### config.mk
export PLATFORM = sky130hd
export DESIGN_NAME = ddr3_reset_n_sequencer
export DESIGN_NICKNAME = d
export VERILOG_FILES = /design/src/rtl/ddr3_reset_n_sequencer.sv
export SDC_FILE = /design/constraint.sdc
export NUM_CORES = 1
export LEC_CHECK = 0
export BUFFER_PORTS_ARGS = -buffer_cell sky130_fd_sc_hd__clkbuf_2
export CORE_MARGIN = 3
export CORE_UTILIZATION = 60
export CTS_CLUSTER_DIAMETER = 40
export DETAILED_ROUTE_END_ITERATION = 12
export PLACE_DENSITY = 0.92
export SYNTH_ARGS = -nofsm -noshare
export SYNTH_HDL_FRONTEND = slang
export SYNTH_SLANG_ARGS = --single-unit
### constraint.sdc
create_clock -name FAB_CLK -period 5.2 [get_ports FAB_CLK]
set_input_delay 0 -clock FAB_CLK [delete_from_list [all_inputs] [get_ports FAB_CLK]]
set_output_delay 0 -clock FAB_CLK [all_outputs]
set_load 0.02 [all_outputs]
### src/rtl/ddr3_reset_n_sequencer.sv
// ddr3_reset_n_sequencer
// Drives the DDR3 RESET_N pad IOD through the power-up sequence: RESET_N low
// for the hold time, released, then CKE enabled after the release wait. A
// second, independent FSM serves delay-line trim requests (load / move) for
// the RESET_N lane through a level req / one-cycle ack handshake.
// All outputs come straight from flops.

module ddr3_reset_n_sequencer #(
  parameter int RST_LOW_CYCLES  = 33300,
  parameter int CKE_WAIT_CYCLES = 83250,
  parameter int CNT_W           = 17
) (
  input  logic       FAB_CLK,
  input  logic       ARST_N,
  input  logic       INIT_START,
  input  logic       SOFT_RESET_REQ,
  output logic [3:0] TX_DATA_0,
  output logic [3:0] OE_DATA_0,
  output logic       CKE_EN,
  output logic       INIT_DONE,
  output logic [1:0] SEQ_STATE,
  input  logic       DLY_REQ,
  input  logic       DLY_DIR,
  input  logic [7:0] DLY_STEPS,
  input  logic       DLY_LOAD_REQ,
  output logic       DLY_ACK,
  output logic       DLY_ERR,
  output logic       DELAY_LINE_MOVE_0,
  output logic       DELAY_LINE_DIRECTION_0,
  output logic       DELAY_LINE_LOAD_0,
  input  logic       DELAY_LINE_OUT_OF_RANGE_0
);

  // Init FSM encoding (also exported on SEQ_STATE)
  localparam logic [1:0] S_IDLE   = 2'd0;
  localparam logic [1:0] S_HOLD   = 2'd1;
  localparam logic [1:0] S_WAIT   = 2'd2;
  localparam logic [1:0] S_CKE_ON = 2'd3;

  // Delay FSM encoding
  localparam logic [1:0] D_IDLE = 2'd0;
  localparam logic [1:0] D_MOVE = 2'd1;
  localparam logic [1:0] D_GAP  = 2'd2;
  localparam logic [1:0] D_ACK  = 2'd3;

  // Terminal counts; the counter starts at zero on entry to each timed state
  localparam logic [CNT_W-1:0] HOLD_LAST = CNT_W'(RST_LOW_CYCLES - 1);
  localparam logic [CNT_W-1:0] WAIT_LAST = CNT_W'(CKE_WAIT_CYCLES - 1);
  localparam logic [CNT_W-1:0] CNT_ZERO  = CNT_W'(0);
  localparam logic [CNT_W-1:0] CNT_ONE   = CNT_W'(1);

  // RESET_N level replicated across the TX nibble
  function automatic logic [3:0] reset_n_nibble(input logic [1:0] st);
    logic [3:0] nib;
    case (st)
      S_WAIT:   nib = 4'b1111;
      S_CKE_ON: nib = 4'b1111;
      S_IDLE:   nib = 4'b0000;
      S_HOLD:   nib = 4'b0000;
      default:  nib = 4'b0000;
    endcase
    return nib;
  endfunction

  // ---------------------------------------------------------------------------
  // Init sequencer
  // ---------------------------------------------------------------------------
  logic [1:0]       state_q, state_d;
  logic [CNT_W-1:0] cnt_q, cnt_d;
  logic [3:0]       tx_q;
  logic [3:0]       oe_q;
  logic             cke_q;
  logic             done_q;

  // Init next-state: soft reset restarts the hold from any state and wins over start
  always_comb begin
    state_d = state_q;
    cnt_d   = cnt_q;
    case (state_q)
      S_IDLE: begin
        if (SOFT_RESET_REQ || INIT_START) begin
          state_d = S_HOLD;
          cnt_d   = CNT_ZERO;
        end else begin
          state_d = S_IDLE;
          cnt_d   = CNT_ZERO;
        end
      end
      S_HOLD: begin
        if (SOFT_RESET_REQ) begin
          state_d = S_HOLD;
          cnt_d   = CNT_ZERO;
        end else if (cnt_q == HOLD_LAST) begin
          state_d = S_WAIT;
          cnt_d   = CNT_ZERO;
        end else begin
          cnt_d   = cnt_q + CNT_ONE;
        end
      end
      S_WAIT: begin
        if (SOFT_RESET_REQ) begin
          state_d = S_HOLD;
          cnt_d   = CNT_ZERO;
        end else if (cnt_q == WAIT_LAST) begin
          state_d = S_CKE_ON;
          cnt_d   = CNT_ZERO;
        end else begin
          cnt_d   = cnt_q + CNT_ONE;
        end
      end
      S_CKE_ON: begin
        if (SOFT_RESET_REQ) begin
          state_d = S_HOLD;
          cnt_d   = CNT_ZERO;
        end else begin
          state_d = S_CKE_ON;
          cnt_d   = CNT_ZERO;
        end
      end
      default: begin
        state_d = S_IDLE;
        cnt_d   = CNT_ZERO;
      end
    endcase
  end

  // Init state, counter and pad/CKE outputs, decoded from the next state so they align with it
  always_ff @(posedge FAB_CLK or negedge ARST_N) begin
    if (!ARST_N) begin
      state_q <= S_IDLE;
      cnt_q   <= CNT_ZERO;
      tx_q    <= 4'b0000;
      oe_q    <= 4'b1111;
      cke_q   <= 1'b0;
      done_q  <= 1'b0;
    end else begin
      state_q <= state_d;
      cnt_q   <= cnt_d;
      tx_q    <= reset_n_nibble(state_d);
      oe_q    <= 4'b1111;
      cke_q   <= (state_d == S_CKE_ON);
      done_q  <= (state_d == S_CKE_ON);
    end
  end

  assign TX_DATA_0 = tx_q;
  assign OE_DATA_0 = oe_q;
  assign CKE_EN    = cke_q;
  assign INIT_DONE = done_q;
  assign SEQ_STATE = state_q;

  // ---------------------------------------------------------------------------
  // Delay-line trim engine
  // ---------------------------------------------------------------------------
  logic [1:0] dstate_q, dstate_d;
  logic [7:0] steps_q, steps_d;
  logic       is_load_q, is_load_d;
  logic       dir_q, dir_d;
  logic       err_q, err_d;
  logic       move_q, move_d;
  logic       load_q, load_d;
  logic       ack_q, ack_d;
  logic       accept_ok_s;

  // Requests are only taken in D_IDLE and never in an ack cycle
  assign accept_ok_s = (dstate_q == D_IDLE) && !ack_q;

  // Delay next-state: load uses one D_GAP cycle for its pulse; moves alternate D_GAP / D_MOVE
  always_comb begin
    dstate_d  = dstate_q;
    steps_d   = steps_q;
    is_load_d = is_load_q;
    dir_d     = dir_q;
    err_d     = err_q;
    move_d    = 1'b0;
    load_d    = 1'b0;
    ack_d     = 1'b0;
    case (dstate_q)
      D_IDLE: begin
        if (accept_ok_s && DLY_LOAD_REQ) begin
          dstate_d  = D_GAP;
          steps_d   = 8'd0;
          is_load_d = 1'b1;
          load_d    = 1'b1;
          err_d     = 1'b0;
        end else if (accept_ok_s && DLY_REQ) begin
          is_load_d = 1'b0;
          dir_d     = DLY_DIR;
          err_d     = 1'b0;
          if (DLY_STEPS == 8'd0) begin
            dstate_d = D_ACK;
            steps_d  = 8'd0;
            ack_d    = 1'b1;
          end else begin
            dstate_d = D_GAP;
            steps_d  = DLY_STEPS;
          end
        end else begin
          dstate_d = D_IDLE;
        end
      end
      D_GAP: begin
        if (!is_load_q && DELAY_LINE_OUT_OF_RANGE_0) begin
          // Abandon the remaining steps; error and ack land on the same edge
          dstate_d = D_ACK;
          steps_d  = 8'd0;
          err_d    = 1'b1;
          ack_d    = 1'b1;
        end else if (steps_q != 8'd0) begin
          dstate_d = D_MOVE;
          steps_d  = steps_q - 8'd1;
          move_d   = 1'b1;
        end else begin
          dstate_d = D_ACK;
          ack_d    = 1'b1;
        end
      end
      D_MOVE: begin
        if (steps_q == 8'd0) begin
          dstate_d = D_ACK;
          ack_d    = 1'b1;
        end else begin
          dstate_d = D_GAP;
        end
      end
      D_ACK: begin
        dstate_d = D_IDLE;
      end
      default: begin
        dstate_d = D_IDLE;
        steps_d  = 8'd0;
      end
    endcase
  end

  // Delay engine state and IOD control flops
  always_ff @(posedge FAB_CLK or negedge ARST_N) begin
    if (!ARST_N) begin
      dstate_q  <= D_IDLE;
      steps_q   <= 8'd0;
      is_load_q <= 1'b0;
      dir_q     <= 1'b0;
      err_q     <= 1'b0;
      move_q    <= 1'b0;
      load_q    <= 1'b0;
      ack_q     <= 1'b0;
    end else begin
      dstate_q  <= dstate_d;
      steps_q   <= steps_d;
      is_load_q <= is_load_d;
      dir_q     <= dir_d;
      err_q     <= err_d;
      move_q    <= move_d;
      load_q    <= load_d;
      ack_q     <= ack_d;
    end
  end

  assign DLY_ACK                = ack_q;
  assign DLY_ERR                = err_q;
  assign DELAY_LINE_MOVE_0      = move_q;
  assign DELAY_LINE_DIRECTION_0 = dir_q;
  assign DELAY_LINE_LOAD_0      = load_q;

endmodule
* After elaboration in Yosys (flattened, before gate mapping)
Cells that the tools add are included.
** Cells by class
- $add $sub $neg :: 2
- Equality and inequality tests :: 14
- Mux-type cells :: 43
- Bitwise logic cells :: 1
- Reduce and logical (&&, ||, !) cells :: 22
** Operators by type and width (number)
- two-way mux 17 bit :: 4
- one-hot mux 17 bit (3 select lines) :: 1
- two-way mux 8 bit :: 5
- two-way mux 1 bit :: 18
- two-way mux 2 bit :: 9
- adder 17 x 1 -> 17 bit, second input constant :: 1
- == test 17 x 16 -> 1 bit, second input constant :: 1
- == test 17 bit, second input constant :: 1
- zero test 8 bit :: 2
- one-hot mux 2 bit (4 select lines) :: 2
- one-hot mux 8 bit (2 select lines) :: 1
- == test 2 bit, second input constant :: 6
- AND reduction 3 bit :: 3
- one-hot mux 4 bit (2 select lines) :: 1
- nonzero test 8 bit :: 1
- subtractor 8 x 1 -> 8 bit, second input constant :: 1
- == test 2 x 1 -> 1 bit, second input constant :: 3
- zero test 2 bit :: 3
- OR reduction 2 bit :: 3
- logical AND 1 bit :: 4
- nonzero test 2 bit :: 2
- inequality test 3 x 1 -> 1 bit, second input constant :: 1
- inequality test 3 bit, second input constant :: 1
- one-hot mux 1 bit (3 select lines) :: 1
- 6 further kinds :: 7
** Storage, ports and cells
- Flip-flop bits (word level) :: 40
- Input bits :: 16
- Output and inout bits :: 17
- Word-level logic and storage cells :: 94

* Logic depth before layout (Yosys ltp)
Gate-level depths: netlist of the first run.
- Depth after elaboration :: 7
- Depth in mapped cells :: 7
- Mapped depth without buffers :: 6

* Worst setup path after synthesis of the first run
OpenSTA, ideal clock, no wires.
- Path type :: register to register
- From :: reg steps_q[3]
- To :: reg steps_q[4]
- Library setup time :: 0.128 ns
- Arrival time :: 1.792 ns
- Data required time :: 5.072 ns
- Path slack :: 3.280 ns
- Cell stages (with the launch flop) :: 6
- Buffers on the path :: 1
- Period minus slack after synthesis :: 1.920 ns
- Cell sequence :: dfrtp_1 or4_4 o41ai_4 and2_1 buf_6 o22ai_2
** Between the ends
- Word-level cells in the longest chain between the ends :: 4
- Elaborated cells on any way between the ends :: 7
- Those cells by class :: 1 x add/sub; 1 x eq/ne; 3 x mux; 2 x reduce/logical
** RTL lines
- from (decl) :: line 156 : logic [7:0] steps_q, steps_d;
- from (signal assigned) :: line 249 : steps_q <= steps_d;
- subtractor 8 x 1 -> 8 bit :: line 211 : steps_d = steps_q - 8'd1;
- two-way mux 8 bit :: line 209 : end else if (steps_q != 8'd0) begin
- two-way mux 8 bit :: line 203 : if (!is_load_q && DELAY_LINE_OUT_OF_RANGE_0) begin
- one-hot mux 8 bit (2 select lines) :: line 178 : case (dstate_q)
Parallel ways exist; a longest one is shown, timed or not. The select of a mux whose other input is x is not followed.
A chain may end at the register's enable or synchronous reset.

* Worst setup path after layout of the first run
Same ends and word-level chain as after synthesis.

==> results of run 1 <==
## cell families after synthesis
logic type,Yosys count,share of synthesized area
flops,37,0.462
buf+inv,25,0.0661
other cells,1,0.00187
xor+xnor,15,0.0655
fa+ha+maj,3,0.0187
simple gates,85,0.222
mux,2,0.0106
compound gates,37,0.153
## report_power, final
| part | total [mW] | internal [mW] | switching (mW) |
|---|---|---|---|
| combinational | 0.412 | 0.157 | 0.254 |
| sequential | 0.396 | 0.346 | 0.0493 |
| clock | 0.157 | 0.0633 | 0.0933 |
## critical path, stage by stage, from the launching register on
cell     delay, ns
dfrtp_1       0.44
or4_4         0.58
o41ai_4       0.57
and2_1        0.42
o22ai_2       0.14
## stage by stage
stage | instance area [sq um] | setup WS, ns | total power [mW]
6_report | 2300 | 2.93 | 0.964
5_1_grt | 2300 | 2.85 | 1.03
4_1_cts | 2300 | 2.98 | 0.952
3_5_place_dp | 2120 | 3.01 | 0.785
3_3_place_gp | 2120 | 3.07 | 0.774
2_1_floorplan | 2020 | 3.28 | 0.706
## state kept, by name, indices dropped and copies added (netlist names)
name,count
cnt_q,17
steps_q,8
SEQ_STATE,2
dstate_q,2
DELAY_LINE_DIRECTION_0,1
DELAY_LINE_LOAD_0,1
DELAY_LINE_MOVE_0,1
DLY_ACK,1
DLY_ERR,1
INIT_DONE,1
TX_DATA_0,1
is_load_q,1
## per-layer routing
layer / up-vias / GRT usage / wire (um) / share of wire
met4: 0 / 0.113 / 140 / 0.033
met3: 16 / 0.0721 / 294 / 0.068
met5: - / 0 / 0 / 0
met2: 75 / 0.390 / 2020 / 0.47
met1: 794 / 0.298 / 1840 / 0.43
li1: 798 / - / - / -
## final timing paths
| check | startpoint | end | slack, ns | depth (start not counted) |
|---|---|---|---|---|
| max in group asynchronous | ARST_N | cnt_q[0] | 4.34 | 2 |
| min in group asynchronous | ARST_N | cnt_q[8] | 0.30 | 2 |
| max | steps_q[3] | steps_q[4] | 2.93 | 4 |
| min reg2reg | is_load_q | is_load_q | 0.50 | 1 |
| max reg2reg | steps_q[3] | steps_q[4] | 2.93 | 4 |
| min | DLY_STEPS[2] | steps_q[2] | 0.008 | 3 |
## placed cells by master, fill, tap and decap left out, types with 2 or more instances in the layout
cell	n
dfrtp_1	37
o21ba_2	2
nor2b_1	5
nand3_1	5
nor3_1	10
and2_1	3
o22ai_1	3
a32oi_1	5
nor2_1	29
nand3b_1	2
a211oi_1	4
nand2b_1	4
ha_1	3
nand4_1	6
a21oi_1	8
clkbuf_4	5
nor4_1	8
nor4bb_1	2
nand2_1	7
o2bb2ai_1	2
o22ai_2	2
xnor2_1	14
clkbuf_2	28
nor4b_1	2
o21ai_0	2
dlygate4sd3_1	12
inv_1	12
conb_1	4
## cell type report
type	instances	area (sq um)
clock inverters	1	7.51
fillers	229	825
flip-flops and latches	37	926
well taps	44	55.1
multi-input cells	146	958
inverters	12	45.0
repair buffers	40	260
clock buffers	6	51.3
## timing repair
item,in CTS,in global routing
setup buffers,0,0
hold endpoints to repair,50,0
hold buffers,12,0
endpoints found under the setup margin,0,0
==> results.md, run 1 <==
* Outcome: finished, final reports clean
* Max_cap viols at 0
* Worst ir drop on vdd at 0.303 mV
* Post-CTS Resized at 0
* Core area at 3130 sq um
* Die footprint at between 4000 and 5000 sq um
* CTS sink count at 37
* H-tree depth at 2
* # IOs at 33
* Count of input and output buffers at 28
* CTS root buffer: clkbuf_4
* Cell taking the most area after synthesis: dfrtp_1
* Post-DP HPWL at 2.85 mm
* Largest net degree at the start of global routing at 38
* Period minus WS final at 2.27 ns
* Avg Cell Area, Syn at 9.78 sq um
* Yosys cell types at 43
* Initial antenna violation count at 0
* CP arrival at between 2 and 3 ns
* Hold Slack at between 0.007 and 0.008 ns
* First-pass GRT wire length at 7.60 mm
* Crit Path Class: reg2reg
* Syn-to-layout area delta at 14.8%
* Dpl cells at between 200 and 300
* Starting density of the core at 0.641
* Setup Viol. Count Final at 0
* Clk_lat worst skew at ~0.34 ns
* CTS tree: yes
* Chip width at 63.8 um
* Sequential element share of the synthesized area at 0.462
* Share of layout cells above drive strength 1 at 0.178
* Clock slew seen by the registers of the worst setup and hold paths at 0.10 ns
* DR vias at 1683
* Most common cell in the synthesized netlist: dfrtp_1
* Area contributors post-synth: dfrtp_1 (46%), xnor2_1 (6.1%), nor2_1 (5.4%)
* Seq cells post-synth at 37
* Post-synth EDFFs at 0
* Crit Path Max Fanout at 9
* Pwr/cell area at 418 nW/um^2
* RSZ-0062 raised after global routing: false
* Final cycle utilization of the critical path at 0.436
* Worst Setup End Kind: register
* Router iterations before antenna repair at 4
* Drt wl/cell at 15.0 um
* Hold Fails Final Rpt at 0
* Fmax at 441 MHz
* Leak pwr at 0.997 nW
* Max Clock Skew at 0.00176 ns
* Synth Flop Type: dfrtp_1
* Setup TNS at 0 ns
* Max clock buf depth at 2
* DRC at 0
* DRT antenna net count at 0
* Drt initial violations at 118
* Crit path launch type: register
* Chip height at 63.8 um
* Row cnt at 20
* Total wire length at around 4.3 mm
* Gr usage total at 0.243
* Cells after synthesis at 205
* N_diodes at 0
* Num CTS Buffers at 5
* Drt via density at 5.88
* Max Transition Viols Final at 0
* Critical path required time at 5.43 ns
* Number of global-route vias before repair at 1643
* Actual slew at the worst max-slew pin at roughly 1.2 ns
* Fin cells at 286
* Syn. warnings at 0
* Area share of the leading cell type in the synthesized netlist at 0.462
* Hold Crit Class: in2reg
* Final Util at 0.736
* Final layout net count at 261
* Total grt overflow at 0
* Gpl congestion at about 0.87
* Synth Cell Area at 2010 sq um
* Asr flop ratio synth at 1.00
* Top cells by count, synth: dfrtp_1 (37), nor2_1 (29), xnor2_1 (14)
* Rel. slew slack at 0.163
Power figures use the tool's default switching activity.
==> run 2: changes to the inputs <==
- ABC_AREA: not set -> 1
- CORE_UTILIZATION: 60 -> 57
- PLACE_DENSITY: 0.92 -> 0.88
- clock period: 5.2 -> 2.3 ns (I/O delays scaled with it)
==> results.md, run 2 <==
* Max_cap viols at 0 (unchanged)
* Top delay family on crit path: simple AND/OR/NAND/NOR gates (unchanged)
* Crit path launch type: register (unchanged)
* Num CTS Buffers at 5 (unchanged)
* Reg2reg setup slack at 0.57 ns (was 2.93 ns)
* First-pass GRT wire length at 7.98 mm (was 7.60 mm)
* Post-DP HPWL at 3.34 mm (was 2.85 mm)
* Largest net degree at the start of global routing at 38 (unchanged)
* Chip width at 69.0 um (was 63.8 um)
* CTS root buffer: clkbuf_8 (was clkbuf_4)
* Yosys cell types at 28 (was 43)
* Count of input and output buffers at 28 (unchanged)
* Syn-to-layout area delta at 11.1% (was 14.8%)
* Initial antenna violation count at 0 (unchanged)
* Router iterations before antenna repair at 4 (unchanged)
* Most frequent cells in the layout: nand2_1 (74), nor2_1 (44), dfrtp_1 (37), nand3_1 (37) (was dfrtp_1 (37), nor2_1 (29), clkbuf_2 (28))
* Final layout net count at 349 (was 261)
* Commonest non-fill, non-tap cell in the layout: nand2_1 (was dfrtp_1)
* Rel. slew slack at 0.416 (was 0.163)
* Largest Register: cnt_q (unchanged)
* DR vias at 1995 (was 1683)
* Clock slew seen by the registers of the worst setup and hold paths at 0.07 ns (was 0.10 ns)
* Max clock buf depth at 2 (unchanged)
* CP arrival at 1.88 ns (was 2.50 ns)
* Gr usage total at 0.222 (was 0.243)
* Number of global-route vias before repair at 1891 (was 1643)
* Drt via density at 5.26 (was 5.88)
* Crit Path Class: reg2reg (unchanged)
* H-tree depth at 2 (unchanged)
* CTS tree: yes (unchanged)
* Cells after synthesis at 298 (was 205)
* Worst ir drop on vdd at 0.810 mV (was 0.303 mV)
* # fillers at 322 (was 229)
* Fmax at 579 MHz (was 441 MHz)
* Most common cell in the synthesized netlist: nand2_1 (was dfrtp_1)
* Critical path's most frequent cell: nand2_1
* Setup Viol. Count Final at 0 (unchanged)
* Syn. warnings at 0 (unchanged)
* Crit Path Max Fanout at 14 (was 9)
* Worst path bufs/invs at 2 (was 0)
* Total wire length at 4.41 mm (was 4.29 mm)
* Asr flop ratio synth at 1.00 (unchanged)
* Total grt overflow at 0 (unchanged)
* Crit-path slowest cell: dfrtp_1 (was or4_4)
* Cell taking the most area after synthesis: dfrtp_1 (unchanged)
* Hold Slack at 0.0581 ns (was 0.00769 ns)
* Starting density of the core at 0.604 (was 0.641)
* Crit path cell chain: ha_1 > nand2_1 > inv_1 > nand2_1 > nor2_2 > nand2_1 > nand2_1 > nand2_2 > inv_4 > nor2_1 (was or4_4 > o41ai_4 > and2_1 > o22ai_2)
* Chip height at 69.0 um (was 63.8 um)
* # IOs at 33 (unchanged)
* Avg Cell Area, Syn at 7.59 sq um (was 9.78 sq um)
* Period minus WS final at 1.73 ns (was 2.27 ns)
* DRT antenna net count at 0 (unchanged)
* Core area at 3740 sq um (was 3130 sq um)
* Synth Flop Type: dfrtp_1 (unchanged)
* Row cnt at 22 (was 20)
* Area contributors post-synth: dfrtp_1 (41%), nand2_1 (12%), nand3_1 (8.2%) (was dfrtp_1 (46%), xnor2_1 (6.1%), nor2_1 (5.4%))
* Gpl congestion at 0.932 (was 0.872)
* Drt wl/cell at 11.6 um (was 15.0 um)
* Leak pwr at 1.26 nW (was 0.997 nW)
* Synth Cell Area at 2260 sq um (was 2010 sq um)
* Post-synth EDFFs at 0 (unchanged)
* Hold Crit Class: in2reg (unchanged)
* Area share of the leading cell type in the synthesized netlist at 0.410 (was 0.462)
* Hold Fails Final Rpt at 0 (unchanged)
* DRC at 0 (unchanged)
* Die footprint at 4760 sq um (was 4070 sq um)
* Max Transition Viols Final at 0 (unchanged)
* Max Clock Skew at 0.00720 ns (was 0.00176 ns)
* Sequential element share of the synthesized area at 0.410 (was 0.462)
* Critical path required time at 2.46 ns (was 5.43 ns)
* Top cells by count, synth: nand2_1 (74), nor2_1 (44), dfrtp_1 (37), nand3_1 (37), inv_1 (28) (was dfrtp_1 (37), nor2_1 (29), xnor2_1 (14))
* Pwr/cell area at 929 nW/um^2 (was 418 nW/um^2)
* Actual slew at the worst max-slew pin at 0.875 ns (was 1.24 ns)
* Crit path largest cell delay at 0.44 ns (was 0.58 ns)
* Share of layout cells above drive strength 1 at 0.187 (was 0.178)
* RSZ-0062 raised after global routing: false (unchanged)
* Final cycle utilization of the critical path at 0.751 (was 0.436)
* Clk_lat worst skew at 0.28 ns (was 0.34 ns)
* Top flop regs: cnt_q (17), steps_q (8) (unchanged)
* Worst Setup End Kind: register (unchanged)
* Outcome: finished, final reports clean (unchanged)
* Max reg flops at 17 (unchanged)
* N_diodes at 0 (unchanged)
* CTS sink count at 37 (unchanged)
* Drt initial violations at 203 (was 118)
* Seq cells post-synth at 37 (unchanged)
* Setup TNS at 0 ns (unchanged)
## run 2: area by class of cell
class / count / area (sq um) / area share
tap: 48 / 60.1 / 0.0239
multi-input combinational: 221 / 1130 / 0.452
clock buffer: 7 / 76.3 / 0.0304
clock inverter: 1 / 7.51 / 0.00299
timing repair buffer: 32 / 180 / 0.0717
inverter: 33 / 126 / 0.0503
sequential: 37 / 926 / 0.369
## run 2: routing by layer
metal	vias up	GRT usage	routed length, um
met2	74	0.369	2200
met4	0	0.0876	70
met1	918	0.275	1880
li1	990	-	-
met3	13	0.0551	260
met5	-	0	0
## run 2: timing repair
action / CTS / global route
resized for setup: 0 / 0
hold buffers: 4 / 0
endpoints found under the hold margin: 39 / 0
setup endpoints to repair: 0 / 0
buffers inserted: 0 / 0
## run 2: cells by family (layout without fill, tap and decap cells)
| kind of cell | Yosys count | count (layout) | share of synthesized area |
|---|---|---|---|
| other | 1 | 4 | 0.00166 |
| AND/OR/NAND/NOR | 185 | 185 | 0.387 |
| XOR/XNOR | 12 | 12 | 0.0465 |
| buffers and inverters | 43 | 73 | 0.0935 |
| AO/OA/AOI/OAI | 17 | 17 | 0.0448 |
| adder cells (fa/ha/maj) | 3 | 3 | 0.0166 |
| flip-flops | 37 | 37 | 0.410 |
## run 2: path summary, 6_finish.rpt
| check | startpoint | endpoint | depth (start not counted) |
|---|---|---|---|
| worst max-delay path | cnt_q[0] | cnt_q[11] | 10 |
| worst min-delay path | SOFT_RESET_REQ | TX_DATA_0[2] | 4 |
| worst max register to register | cnt_q[0] | cnt_q[11] | 10 |
| worst min register to register | DLY_ERR | DLY_ERR | 2 |
| max in group asynchronous | ARST_N | cnt_q[16] | 2 |
| min in group asynchronous | ARST_N | cnt_q[7] | 2 |
## run 2: worst register-to-register path, cell delays in order, from the launching register on
cell	delay, ns
dfrtp_1	0.44
ha_1	0.24
nand2_1	0.07
inv_1	0.05
nand2_1	0.05
nor2_2	0.14
nand2_1	0.08
nand2_1	0.07
nand2_2	0.08
inv_4	0.26
nor2_1	0.10
## run 2: power breakdown
group          switching (mW)  internal, mW
registers               0.115         0.787
logic                   0.668         0.332
clock network           0.217         0.214
total                   0.999          1.33
## run 2: stage by stage
| step | cell area [sq um] | worst slack, ns | power [mW] | utilization | instances |
|---|---|---|---|---|---|
| 2_1_floorplan | 2270 | 0.831 | 1.66 | - | 301 |
| 3_3_place_gp | 2390 | 0.693 | 1.85 | 0.638 | 367 |
| 3_5_place_dp | 2390 | 0.623 | 1.88 | 0.638 | 367 |
| 4_1_cts | 2510 | 0.569 | 2.34 | 0.671 | 379 |
| 5_1_grt | 2510 | 0.360 | 2.56 | 0.671 | 379 |
| 6_report | 2510 | 0.574 | 2.33 | 0.671 | 379 |
